[src/rtl/reset_req_gen.sv]
// reset_req_gen: board-level reset request generator on the always-on domain.
// Turns a debounced push-button press, a software request level, or a watchdog
// timeout into one fixed-length reset_req pulse and records a sticky cause code.
// This block's own reset must come from the always-on domain, never from
// reset_req_o or anything downstream of it.
//
// Ports:
//   clock_i        single clock
//   reset_i        synchronous, active-high reset
//   button_n_i     raw asynchronous push button, active-low
//   sw_req_i       software reset request, level sampled every cycle
//   wdt_enable_i   watchdog enable
//   wdt_kick_i     watchdog service strobe
//   cause_clear_i  clears the cause register
//   reset_req_o    reset request pulse, active-high, PULSE_CYCLES long
//   cause_o        {wdt, sw, button}, cause of the last accepted request
//   busy_o         high while pulsing or holding off
module reset_req_gen #(
  parameter int unsigned DEBOUNCE_CYCLES = 16,
  parameter int unsigned WDT_CYCLES      = 1024,
  parameter int unsigned PULSE_CYCLES    = 4
) (
  input  logic       clock_i,
  input  logic       reset_i,
  input  logic       button_n_i,
  input  logic       sw_req_i,
  input  logic       wdt_enable_i,
  input  logic       wdt_kick_i,
  input  logic       cause_clear_i,
  output logic       reset_req_o,
  output logic [2:0] cause_o,
  output logic       busy_o
);

  localparam int unsigned DbW = (DEBOUNCE_CYCLES > 1) ? $clog2(DEBOUNCE_CYCLES) : 1;
  localparam int unsigned WdW = $clog2(WDT_CYCLES);
  localparam int unsigned PcW = (PULSE_CYCLES > 1) ? $clog2(PULSE_CYCLES) : 1;

  localparam logic [DbW-1:0] DbLast = DbW'(DEBOUNCE_CYCLES - 1);
  localparam logic [WdW-1:0] WdLast = WdW'(WDT_CYCLES - 1);
  localparam logic [PcW-1:0] PcLast = PcW'(PULSE_CYCLES - 1);

  typedef enum logic [1:0] {
    StIdle    = 2'd0,
    StPulse   = 2'd1,
    StHoldoff = 2'd2
  } state_e;

  state_e         state_q, state_d;
  logic [1:0]     sync_q;
  logic           stable_q, stable_d;
  logic [DbW-1:0] db_cnt_q, db_cnt_d;
  logic [WdW-1:0] wdt_cnt_q, wdt_cnt_d;
  logic [PcW-1:0] pulse_cnt_q, pulse_cnt_d;
  logic [2:0]     cause_q, cause_d;

  logic btn_s;
  logic db_accept;
  logic btn_evt;
  logic sw_evt;
  logic wdt_evt;
  logic in_idle;

  assign btn_s   = sync_q[1];
  assign in_idle = (state_q == StIdle);

  // Two-flop synchronizer; resets to the released (high) level.
  always_ff @(posedge clock_i) begin
    if (reset_i) begin
      sync_q <= 2'b11;
    end else begin
      sync_q <= {sync_q[0], button_n_i};
    end
  end

  // Debounce: a level change is accepted only after DEBOUNCE_CYCLES consecutive
  // mismatching cycles; any return to the stable level restarts the count.
  always_comb begin
    stable_d  = stable_q;
    db_cnt_d  = db_cnt_q;
    db_accept = 1'b0;
    if (btn_s == stable_q) begin
      db_cnt_d = '0;
    end else if (db_cnt_q == DbLast) begin
      stable_d  = btn_s;
      db_cnt_d  = '0;
      db_accept = 1'b1;
    end else begin
      db_cnt_d = db_cnt_q + 1'b1;
    end
  end

  // Only a press (transition to low) is an event; a release is not.
  assign btn_evt = db_accept & ~btn_s;
  assign sw_evt  = sw_req_i;

  // Watchdog: runs only in IDLE while enabled; a kick wins over a timeout.
  assign wdt_evt = in_idle & wdt_enable_i & ~wdt_kick_i & (wdt_cnt_q == WdLast);

  always_comb begin
    wdt_cnt_d = wdt_cnt_q + 1'b1;
    if (!in_idle || !wdt_enable_i || wdt_kick_i || wdt_evt) begin
      wdt_cnt_d = '0;
    end
  end

  // Request FSM next-state, pulse counter and cause register.
  always_comb begin
    state_d     = state_q;
    pulse_cnt_d = pulse_cnt_q;
    cause_d     = cause_q;
    if (cause_clear_i) begin
      cause_d = '0;
    end
    unique case (state_q)
      StIdle: begin
        if (btn_evt || sw_evt || wdt_evt) begin
          state_d     = StPulse;
          pulse_cnt_d = PcLast;
          // Simultaneous sources are all recorded; a new cause beats a clear.
          cause_d     = {wdt_evt, sw_evt, btn_evt};
        end
      end
      StPulse: begin
        if (pulse_cnt_q == '0) begin
          state_d = StHoldoff;
        end else begin
          pulse_cnt_d = pulse_cnt_q - 1'b1;
        end
      end
      StHoldoff: begin
        // Wait for the button to be released and sw_req to drop so a held
        // source cannot immediately re-trigger.
        if (stable_q && !sw_req_i) begin
          state_d = StIdle;
        end
      end
      default: begin
        state_d = StIdle;
      end
    endcase
  end

  always_ff @(posedge clock_i) begin
    if (reset_i) begin
      stable_q    <= 1'b1;
      db_cnt_q    <= '0;
      wdt_cnt_q   <= '0;
      pulse_cnt_q <= '0;
      cause_q     <= '0;
      state_q     <= StIdle;
    end else begin
      stable_q    <= stable_d;
      db_cnt_q    <= db_cnt_d;
      wdt_cnt_q   <= wdt_cnt_d;
      pulse_cnt_q <= pulse_cnt_d;
      cause_q     <= cause_d;
      state_q     <= state_d;
    end
  end

  // Outputs decode only the state register, so they cannot glitch on inputs.
  assign reset_req_o = (state_q == StPulse);
  assign busy_o      = (state_q != StIdle);
  assign cause_o     = cause_q;

endmodule

[config.mk]
export PLATFORM = sky130hd
export DESIGN_NAME = reset_req_gen
export DESIGN_NICKNAME = d
export VERILOG_FILES = /design/src/rtl/reset_req_gen.sv
export SDC_FILE = /design/constraint.sdc
export NUM_CORES = 1
export LEC_CHECK = 0
export BUFFER_PORTS_ARGS = -buffer_cell sky130_fd_sc_hd__buf_2
export CORE_MARGIN = 3
export CORE_UTILIZATION = 54
export DETAILED_ROUTE_END_ITERATION = 8
export PLACE_DENSITY_LB_ADDON = 0.3
export SLEW_MARGIN = 40
export SYNTH_ARGS = -nofsm -noshare
export SYNTH_HDL_FRONTEND = slang
export SYNTH_SLANG_ARGS = --single-unit
export TNS_END_PERCENT = 5
[constraint.sdc]
create_clock -name clock_i -period 2.3 [get_ports clock_i]
set_input_delay 0.345 -clock clock_i [delete_from_list [all_inputs] [get_ports clock_i]]
set_output_delay 0.345 -clock clock_i [all_outputs]
set_load 0.01 [all_outputs]
Word-level counts from Yosys, hierarchy flattened
Cells that the tools add are included.
{ "word_totals": {"register_bits": 24} }
{ "classes": {"addsub": 3, "n_eq_ne": 9, "muxes": 12, "n_bitwise": 7, "n_reduce_logical": 18} }
{ "op_table": {"columns": ["operator", "n"], "rows": [
  ["$add A10 B1 Y10 const B", 1],
  ["$eq A10 B10 Y1 const B", 1],
  ["$mux W2", 5],
  ["$mux W3", 3],
  ["$pmux W2 S3", 1],
  ["$reduce_and A3 Y1", 2],
  ["$logic_or A1 B1 Y1", 5],
  ["$add A4 B1 Y4 const B", 1],
  ["$and A1 B1 Y1", 4],
  ["$eq A4 B4 Y1 const B", 1],
  ["$logic_not A2 Y1", 2],
  ["$ne A2 B1 Y1 const B", 2],
  ["$ne A2 B2 Y1 const B", 2],
  ["$pmux W2 S2", 1],
  ["$reduce_bool A2 Y1", 2],
  ["$logic_not A1 Y1", 3],
  ["$not A1 Y1", 3],
  ["$reduce_or A3 Y1", 1],
  ["$eq A2 B1 Y1 const B", 1],
  ["$eq A2 B2 Y1 const B", 1],
  ["$mux W1", 2],
  ["$reduce_and A2 Y1", 1],
  ["$reduce_or A2 Y1", 1],
  ["$sub A2 B1 Y2 const B", 1],
  ["2 further kinds", 2]
]} }

Logic depth before layout (Yosys ltp)
Gate-level depths: netlist of run 1.
{ "logic_depth": {"word_depth": 8, "mapped_depth": 6, "depth_no_buf": 6} }

Worst setup path after synthesis of run 1
No wires, ideal clock.
{ "synth_timing": {"path_kind": "reg-to-reg", "start": "reg state_q[0]", "end": "reg pulse_cnt_q[1]", "setup_ns": 0.086, "t_arrival_ns": 1.747, "setup_slack_ns": 0.466, "path_stages_with_launch": 5, "n_path_buf": 0, "cell_sequence": "dfxtp_1 -> or4b_1 -> or4_4 -> o211a_2 -> a221oi_2"} }
{ "synth_between": {"elab_chain_len": 7, "elab_cells_between_ends": 11} }
{ "synth_rtl": {"columns": ["element", "line", "source"], "rows": [
  ["start, declared", "49", "state_e state_q, state_d;"],
  ["start signal, assigned", "151", "state_q <= StIdle;"],
  ["start signal, assigned", "158", "state_q <= state_d;"],
  ["$logic_not A2 Y1", "65, 115", null],
  ["$and A1 B1 Y1 (3 in a row)", "98", "assign wdt_evt = in_idle & wdt_enable_i & ~wdt_kick_i & (wdt_cnt_q == WdLast);"],
  ["$logic_or A1 B1 Y1", "117", "if (btn_evt || sw_evt || wdt_evt) begin"],
  ["$ne A2 B1 Y1 (no line)", null, null],
  ["$reduce_and A3 Y1 (no line)", null, null],
  ["end signal, assigned", "156", "pulse_cnt_q <= pulse_cnt_d;"],
  ["end, declared", "54", "logic [PcW-1:0] pulse_cnt_q, pulse_cnt_d;"]
]} }
Several ways; a longest one is shown, not always the timed one.
A chain may end at the register's enable or synchronous reset.

Worst setup path after layout of run 1
Same ends and word-level chain as after synthesis.

==> impl_metrics.env, run 1 <==
export IMPL_finalWorstSetupSlack_ns=0.347
export IMPL_hpwl_um=1290
export IMPL_gp_congestion=0.709
export IMPL_most_common_layout_cells="24 x dfxtp_1, 19 x nor2_1, 11 x buf_2, 8 x nand3_1, 7 x xor2_1"
export IMPL_viasPerCell=5.22
export IMPL_worstMarginPinSlew_ns=0.310
export IMPL_worstPathCellList="or4b_1, or4_4, o211a_2, a221oi_2"
export IMPL_status="finished clean"
export IMPL_muxShareOfSynthArea_pct=1.01
export IMPL_p_sw_mw=0.180
export IMPL_met3_usage_pct=3.99
export IMPL_pre_cts_ws_ns=0.334
export IMPL_finalCriticalPeriod_ns=1.95
export IMPL_whs_ns=0.196
export IMPL_postCtsResizedCells=0
export IMPL_antenna_found_initial=0
export IMPL_wl_per_cell_um=11.7
export IMPL_period_share_pct=84.9
export IMPL_row_count=14
export IMPL_clkPwrFrac_pct=37.2
export IMPL_grt_overflow=0
export IMPL_crit_fanout=7
export IMPL_seqPwrFrac_pct=53.6
export IMPL_end_kind="flop"
export IMPL_holdCritPathClass="input port to flop"
export IMPL_leakage_nw=0.455
export IMPL_slew_violations=0
export IMPL_cap_violations=0
export IMPL_final_common_cell="dfxtp_1"
export IMPL_num_vias=757
export IMPL_synth_fa_ha_area_share_pct=3.80
export IMPL_synth_xor_area_share_pct=9.76
export IMPL_drtPass1Iterations=2
export IMPL_synthSimpleGateAreaFrac_pct=26.4
export IMPL_cp_slowest_cell="or4b_1"
export IMPL_fin_area_um2=1120
export IMPL_finalPower_mw=0.820
export IMPL_crit_buf_inv=0
export IMPL_syn_avg_cell_area_um2=9.23
export IMPL_final_core_util_pct=69.6
export IMPL_finalHoldViolCount=0
export IMPL_die_h_um=48.8
export IMPL_synth_nets=117
export IMPL_cts_tree="yes"
export IMPL_htreeDepth=1
export IMPL_postCtsHoldBufs=0
export IMPL_port_buffers=11
export IMPL_cts_buffers=3
export IMPL_area_growth_pct=13.6
export IMPL_slew_headroom_pct=79.3
export IMPL_post_dp_cell_area_um2=1070
export IMPL_clock_skew_ns=0.00157
export IMPL_yosysWarnings=0
export IMPL_final_net_count=132
export IMPL_dp_cells=141
export IMPL_grt_pass1_wl_um=3060
export IMPL_coreArea_um2=1610
export IMPL_cts_root_buf="clkbuf_4"
export IMPL_grt_max_degree=15
export IMPL_p_int_mw=0.640
export IMPL_die_w_um=48.8
export IMPL_crit_family="simple AND/OR/NAND/NOR gates"
export IMPL_drc=0
export IMPL_io_pins=12
export IMPL_grt_busiest_layer="met2"
export IMPL_switching_share_pct=22.0
export IMPL_arrival_ns=2.20
export IMPL_max_stage_delay_ns=0.56
export IMPL_synth_cell_area_um2=987
export IMPL_dieArea_um2=2380
export IMPL_ant_nets=0
export IMPL_critPathKind="flop to flop"
export IMPL_p_per_area_nw_per_um2=732
export IMPL_ir_drop_mv=0.449
export IMPL_cts_sink_count=24
export IMPL_start_kind="flop"
export IMPL_grt_use_total_pct=16.7
export IMPL_grt_util_met2_pct=26.2
export IMPL_combPwrFrac_pct=9.2
export IMPL_postSynthCellCount=107
export IMPL_drtIter0Drc=9
export IMPL_ys_types=26
export IMPL_start_util_pct=61.3
export IMPL_wl_um=1690
export IMPL_setup_viol=0
export IMPL_drive_above_1_share_pct=16.5
export IMPL_synth_top_family_by_area="simple AND/OR/NAND/NOR gates"
export IMPL_grt_use_met1_pct=21.3
export IMPL_timing_critical_path_required_ns=2.55
export IMPL_clkLatencyLatePin_ns=0.32
export IMPL_synth_compound_area_share_pct=7.73
export IMPL_rsz0062_at_grt="false"
export IMPL_max_freq_mhz=512
export IMPL_ys_seq_area_share_pct=48.7
export IMPL_cts_clk_slew_worst_paths_ns=0.13
export IMPL_stdcell_count=145
export IMPL_tns_ns=0
export IMPL_grt_pass1_vias=703
export IMPL_cts_buffer_depth=2
export IMPL_num_antenna_cells=0
export IMPL_post_cts_setup_buffers=0
export IMPL_ys_ff_latch=24
## power by group through the flow
stage / clock (mW) / combinational, mW / sequential [mW]
floorplan: 0 / 0.0519 / 0.447
global placement: 0 / 0.0711 / 0.447
detailed placement: 0 / 0.0761 / 0.449
CTS: 0.309 / 0.0761 / 0.439
global route: 0.331 / 0.0849 / 0.442
finish: 0.305 / 0.0752 / 0.439
## area by class of cell
cell class,count,area [µm²]
clock buffer,3,22.5
clock inverter,1,30.0
fill,152,490
inverter,6,22.5
multi-input combinational,76,480
sequential,24,480
tap,24,30.0
timing repair buffer,11,55.1
## flip-flops by register name, indices dropped and copies added, names as in the netlist
register	cells
wdt_cnt_q	10
state_q	2
db_cnt_q	4
stable_q	1
cause_o	3
sync_q	2
pulse_cnt_q	2
## worst reg2reg max path: stages, from the launching register on
cell	delay, ns
dfxtp_1	0.37
or4b_1	0.56
or4_4	0.52
o211a_2	0.16
a221oi_2	0.26
## worst paths after layout
path | start | end | slack [ns] | cells past startpoint
max reg2reg | state_q[0]$_SDFFE_PP0P_ | pulse_cnt_q[1]$_SDFFE_PP0P_ | 0.35 | 4
min reg2reg | sync_q[0]$_SDFF_PP1_ | sync_q[1]$_SDFF_PP1_ | 0.43 | 1
max | state_q[0]$_SDFFE_PP0P_ | pulse_cnt_q[1]$_SDFFE_PP0P_ | 0.35 | 4
min | button_n_i | sync_q[0]$_SDFF_PP1_ | 0.20 | 2
## logic make-up after synthesis
logic type | count (synthesis)
compound gates | 11
simple gates | 50
fa+ha+maj | 3
flops | 24
mux | 1
buf+inv | 7
xor+xnor | 11
## metal layers
metal / wire length (µm) / vias up
met5: 0 / -
met4: 36 / 0
met3: 69 / 5
met2: 766 / 11
met1: 817 / 348
li1: - / 393
## synthesized netlist by cell type (all sizes together)
| library cell | instances | area (µm²) |
|---|---|---|
| inv | 6 | 22.5 |
| nand2b | 4 | 25.0 |
| a221oi | 1 | 15.0 |
| o211a | 1 | 10.0 |
| xnor2 | 4 | 35.0 |
| o21ai | 2 | 10.0 |
| or2 | 2 | 12.5 |
| ha | 3 | 37.5 |
| and3 | 1 | 6.26 |
| nand3 | 8 | 40.0 |
| or4 | 2 | 18.8 |
| nand2 | 5 | 18.8 |
| a21oi | 5 | 25.0 |
| and4 | 2 | 17.5 |
| xor2 | 7 | 61.3 |
| nand4 | 3 | 18.8 |
| clkbuf | 1 | 3.75 |
| nor2 | 19 | 71.3 |
| dfxtp | 24 | 480 |
| or4b | 1 | 10.0 |
| nand4b | 1 | 8.76 |
| a2bb2oi | 1 | 8.76 |
| mux2i | 1 | 10.0 |
| nor2b | 2 | 12.5 |
| a21o | 1 | 7.51 |
Power figures use the tool's default switching activity.
==> inputs of run 2 (changes only) <==
ABC_AREA = 1   (was not set)
CORE_UTILIZATION = 55   (was 54)
clock period = 1.8 ns   (was 2.3 ns; I/O delays follow)
==> run 2 against run 1 <==
Against the previous run:
- cell area rose by 10%
- register-to-register slack improved by 0.07 ns
- sequential power up 27%
- cell count grew 22%
- wire length grew 8.2%
- total power rose by 26%
- global-route usage decreased by 0.26 points
- fmax up 42%
- die area grew 8.1%
- clock skew rose by 0.0046 ns
- worst setup slack gained 0.074 ns
- largest power group unchanged
==> impl_metrics.env, run 2 <==
export IMPL_final_common_cell="nand2_1"
export IMPL_dieArea_um2=2570
export IMPL_cts_sink_count=24
export IMPL_num_antenna_cells=0
export IMPL_worstPathCellList="ha_1, nand2_1, nor2_4, inv_1, nor2_1, xor2_1, nor2_1"
export IMPL_crit_family="simple AND/OR/NAND/NOR gates"
export IMPL_final_net_count=163
export IMPL_slew_violations=0
export IMPL_start_kind="flop"
export IMPL_most_common_layout_cells="25 x nand2_1, 24 x dfxtp_1, 20 x inv_1, 16 x nor2_1, 11 x buf_2"
export IMPL_ff2ff_setup_slack_ns=0.42
export IMPL_synthSimpleGateAreaFrac_pct=35.6
export IMPL_ir_drop_mv=0.644
export IMPL_io_pins=12
export IMPL_leakage_nw=0.522
export IMPL_postSynthCellCount=137
export IMPL_finalCriticalPeriod_ns=1.38
export IMPL_final_core_util_pct=68.7
export IMPL_synth_async_reset_ratio_pct=0
export IMPL_grt_overflow=0
export IMPL_synthTopCellsByCount="25 x nand2_1, 24 x dfxtp_1, 20 x inv_1"
export IMPL_worstMarginPinSlew_ns=0.244
export IMPL_dp_cells=173
export IMPL_crit_fanout=6
export IMPL_m1WireLength_um=755
export IMPL_clock_skew_ns=0.00618
export IMPL_area_growth_pct=12.6
export IMPL_synthFlopType="dfxtp_1"
export IMPL_synth_cell_area_um2=1100
export IMPL_finalHoldViolCount=0
export IMPL_end_kind="flop"
export IMPL_period_share_pct=76.6
export IMPL_drive_above_1_share_pct=22.4
export IMPL_cts_buffer_depth=2
export IMPL_ant_nets=0
export IMPL_port_buffers=11
export IMPL_muxShareOfSynthArea_pct=0
export IMPL_topRoutingLayerUsed="met4"
export IMPL_postCtsHoldBufs=0
export IMPL_synth_most_common_cell="nand2_1"
export IMPL_postCtsResizedCells=0
export IMPL_viasPerCell=5.01
export IMPL_tns_ns=0
export IMPL_crit_buf_inv=1
export IMPL_rsz0062_at_grt="false"
export IMPL_die_w_um=50.7
export IMPL_grt_pass1_wl_um=3230
export IMPL_coreArea_um2=1800
export IMPL_synth_xor_area_share_pct=3.19
export IMPL_gp_congestion=0.793
export IMPL_grt_pass1_vias=837
export IMPL_syn_avg_cell_area_um2=8.02
export IMPL_timing_critical_path_required_ns=2.02
export IMPL_wl_um=1830
export IMPL_synth_compound_area_share_pct=6.15
export IMPL_yosys_top_cells_area="dfxtp_1 44%, nand2_1 8.5%, inv_1 6.8%"
export IMPL_setup_viol=0
export IMPL_critPathKind="flop to flop"
export IMPL_grt_use_total_pct=16.5
export IMPL_die_h_um=50.7
export IMPL_wl_per_cell_um=10.3
export IMPL_stdcell_count=177
export IMPL_p_per_area_nw_per_um2=836
export IMPL_synth_edff_count=0
export IMPL_drtPass1Iterations=4
export IMPL_wl_met2_um=998
export IMPL_synth_top_family_by_area="simple AND/OR/NAND/NOR gates"
export IMPL_antenna_found_initial=0
export IMPL_post_cts_setup_buffers=0
export IMPL_synth_top_area_share_pct=43.7
export IMPL_largest_reg_flops=10
export IMPL_cp_slowest_cell="dfxtp_1"
export IMPL_cap_violations=0
export IMPL_clkLatencyLatePin_ns=0.30
export IMPL_drtIter0Drc=9
export IMPL_synth_top_area_cell="dfxtp_1"
export IMPL_cts_root_buf="clkbuf_4"
export IMPL_status="finished clean"
export IMPL_wl_met3_um=55
export IMPL_grt_max_degree=15
export IMPL_max_freq_mhz=725
export IMPL_hpwl_um=1490
export IMPL_top_register="wdt_cnt_q"
export IMPL_ys_seq_area_share_pct=43.7
export IMPL_arrival_ns=1.60
export IMPL_cts_tree="yes"
export IMPL_synth_nets=147
export IMPL_start_util_pct=61.0
export IMPL_drc=0
export IMPL_cpMostUsedCell="nor2_1"
export IMPL_holdCritPathClass="input port to flop"
export IMPL_row_count=15
export IMPL_slew_headroom_pct=83.7
export IMPL_num_vias=886
export IMPL_yosysWarnings=0
export IMPL_synth_fa_ha_area_share_pct=3.42
export IMPL_max_stage_delay_ns=0.41
export IMPL_cts_clk_slew_worst_paths_ns=0.13
export IMPL_ys_ff_latch=24
export IMPL_htreeDepth=1
export IMPL_ys_types=26
export IMPL_cts_buffers=3
run 2: cell count changes after synthesis, sizes merged, moves of 3 or more:
cell    before  now
nor3         0    3
inv          6   23
nand2b       4    0
nor2        19   22
xor2         7    3
nand2        5   27
xnor2        4    1
run 2: cells by family (layout without fill, tap and decap cells):
group	Yosys count	after routing
flops	24	24
xor+xnor	4	4
compound gates	11	11
buf+inv	23	38
simple gates	72	72
fa+ha+maj	3	3
run 2: metrics by stage:
stage	setup WS [ns]	hold WS, ns	cell area, µm²	power [mW]
after global placement	0.489	0.396	1180	0.663
after floorplan	0.575	0.339	1100	0.638
after detailed placement	0.428	0.396	1180	0.668
after CTS	0.418	0.132	1240	1.05
after global routing	0.285	0.123	1240	1.08
final	0.421	0.139	1240	1.03
run 2: final timing paths:
kind                                start                       to  depth (start not counted)
setup / recovery  wdt_cnt_q[0]$_SDFF_PP0_  wdt_cnt_q[6]$_SDFF_PP0_                          7
hold / removal                 button_n_i     sync_q[0]$_SDFF_PP1_                          2
setup reg to reg  wdt_cnt_q[0]$_SDFF_PP0_  wdt_cnt_q[6]$_SDFF_PP0_                          7
hold reg to reg      sync_q[0]$_SDFF_PP1_     sync_q[1]$_SDFF_PP1_                          1
run 2: worst register-to-register path: cells and delay by family, from the launching register on:
kind                     cells  cell delay (ns)
flip-flops                   1             0.41
adder cells (fa/ha/maj)      1             0.19
AND/OR/NAND/NOR              4             0.45
XOR/XNOR                     1             0.16
buffers and inverters        1             0.08
run 2: cell type report:
cell class,instances,area [µm²]
Clock inverter,1,30.0
Tap cell,25,31.3
Clock buffer,3,22.5
Multi-Input combinational cell,90,532
Timing Repair Buffer,11,55.1
Sequential cell,24,480
Inverter,23,86.3
Fill cell,165,564
run 2: routing by layer:
layer,up-vias,global-route usage (%)
met5,-,0
met1,413,16.1
met4,0,6.73
li1,463,-
met3,2,3.56
met2,8,32.6
run 2: power breakdown:
group / internal [mW] / switching, mW / leakage [nW] / total, mW
Combinational: 0.0358 / 0.0622 / 0.299 / 0.0980
Sequential: 0.547 / 0.0102 / 0.195 / 0.558
Clock: 0.225 / 0.154 / 0.0279 / 0.379
Total: 0.808 / 0.227 / 0.522 / 1.03
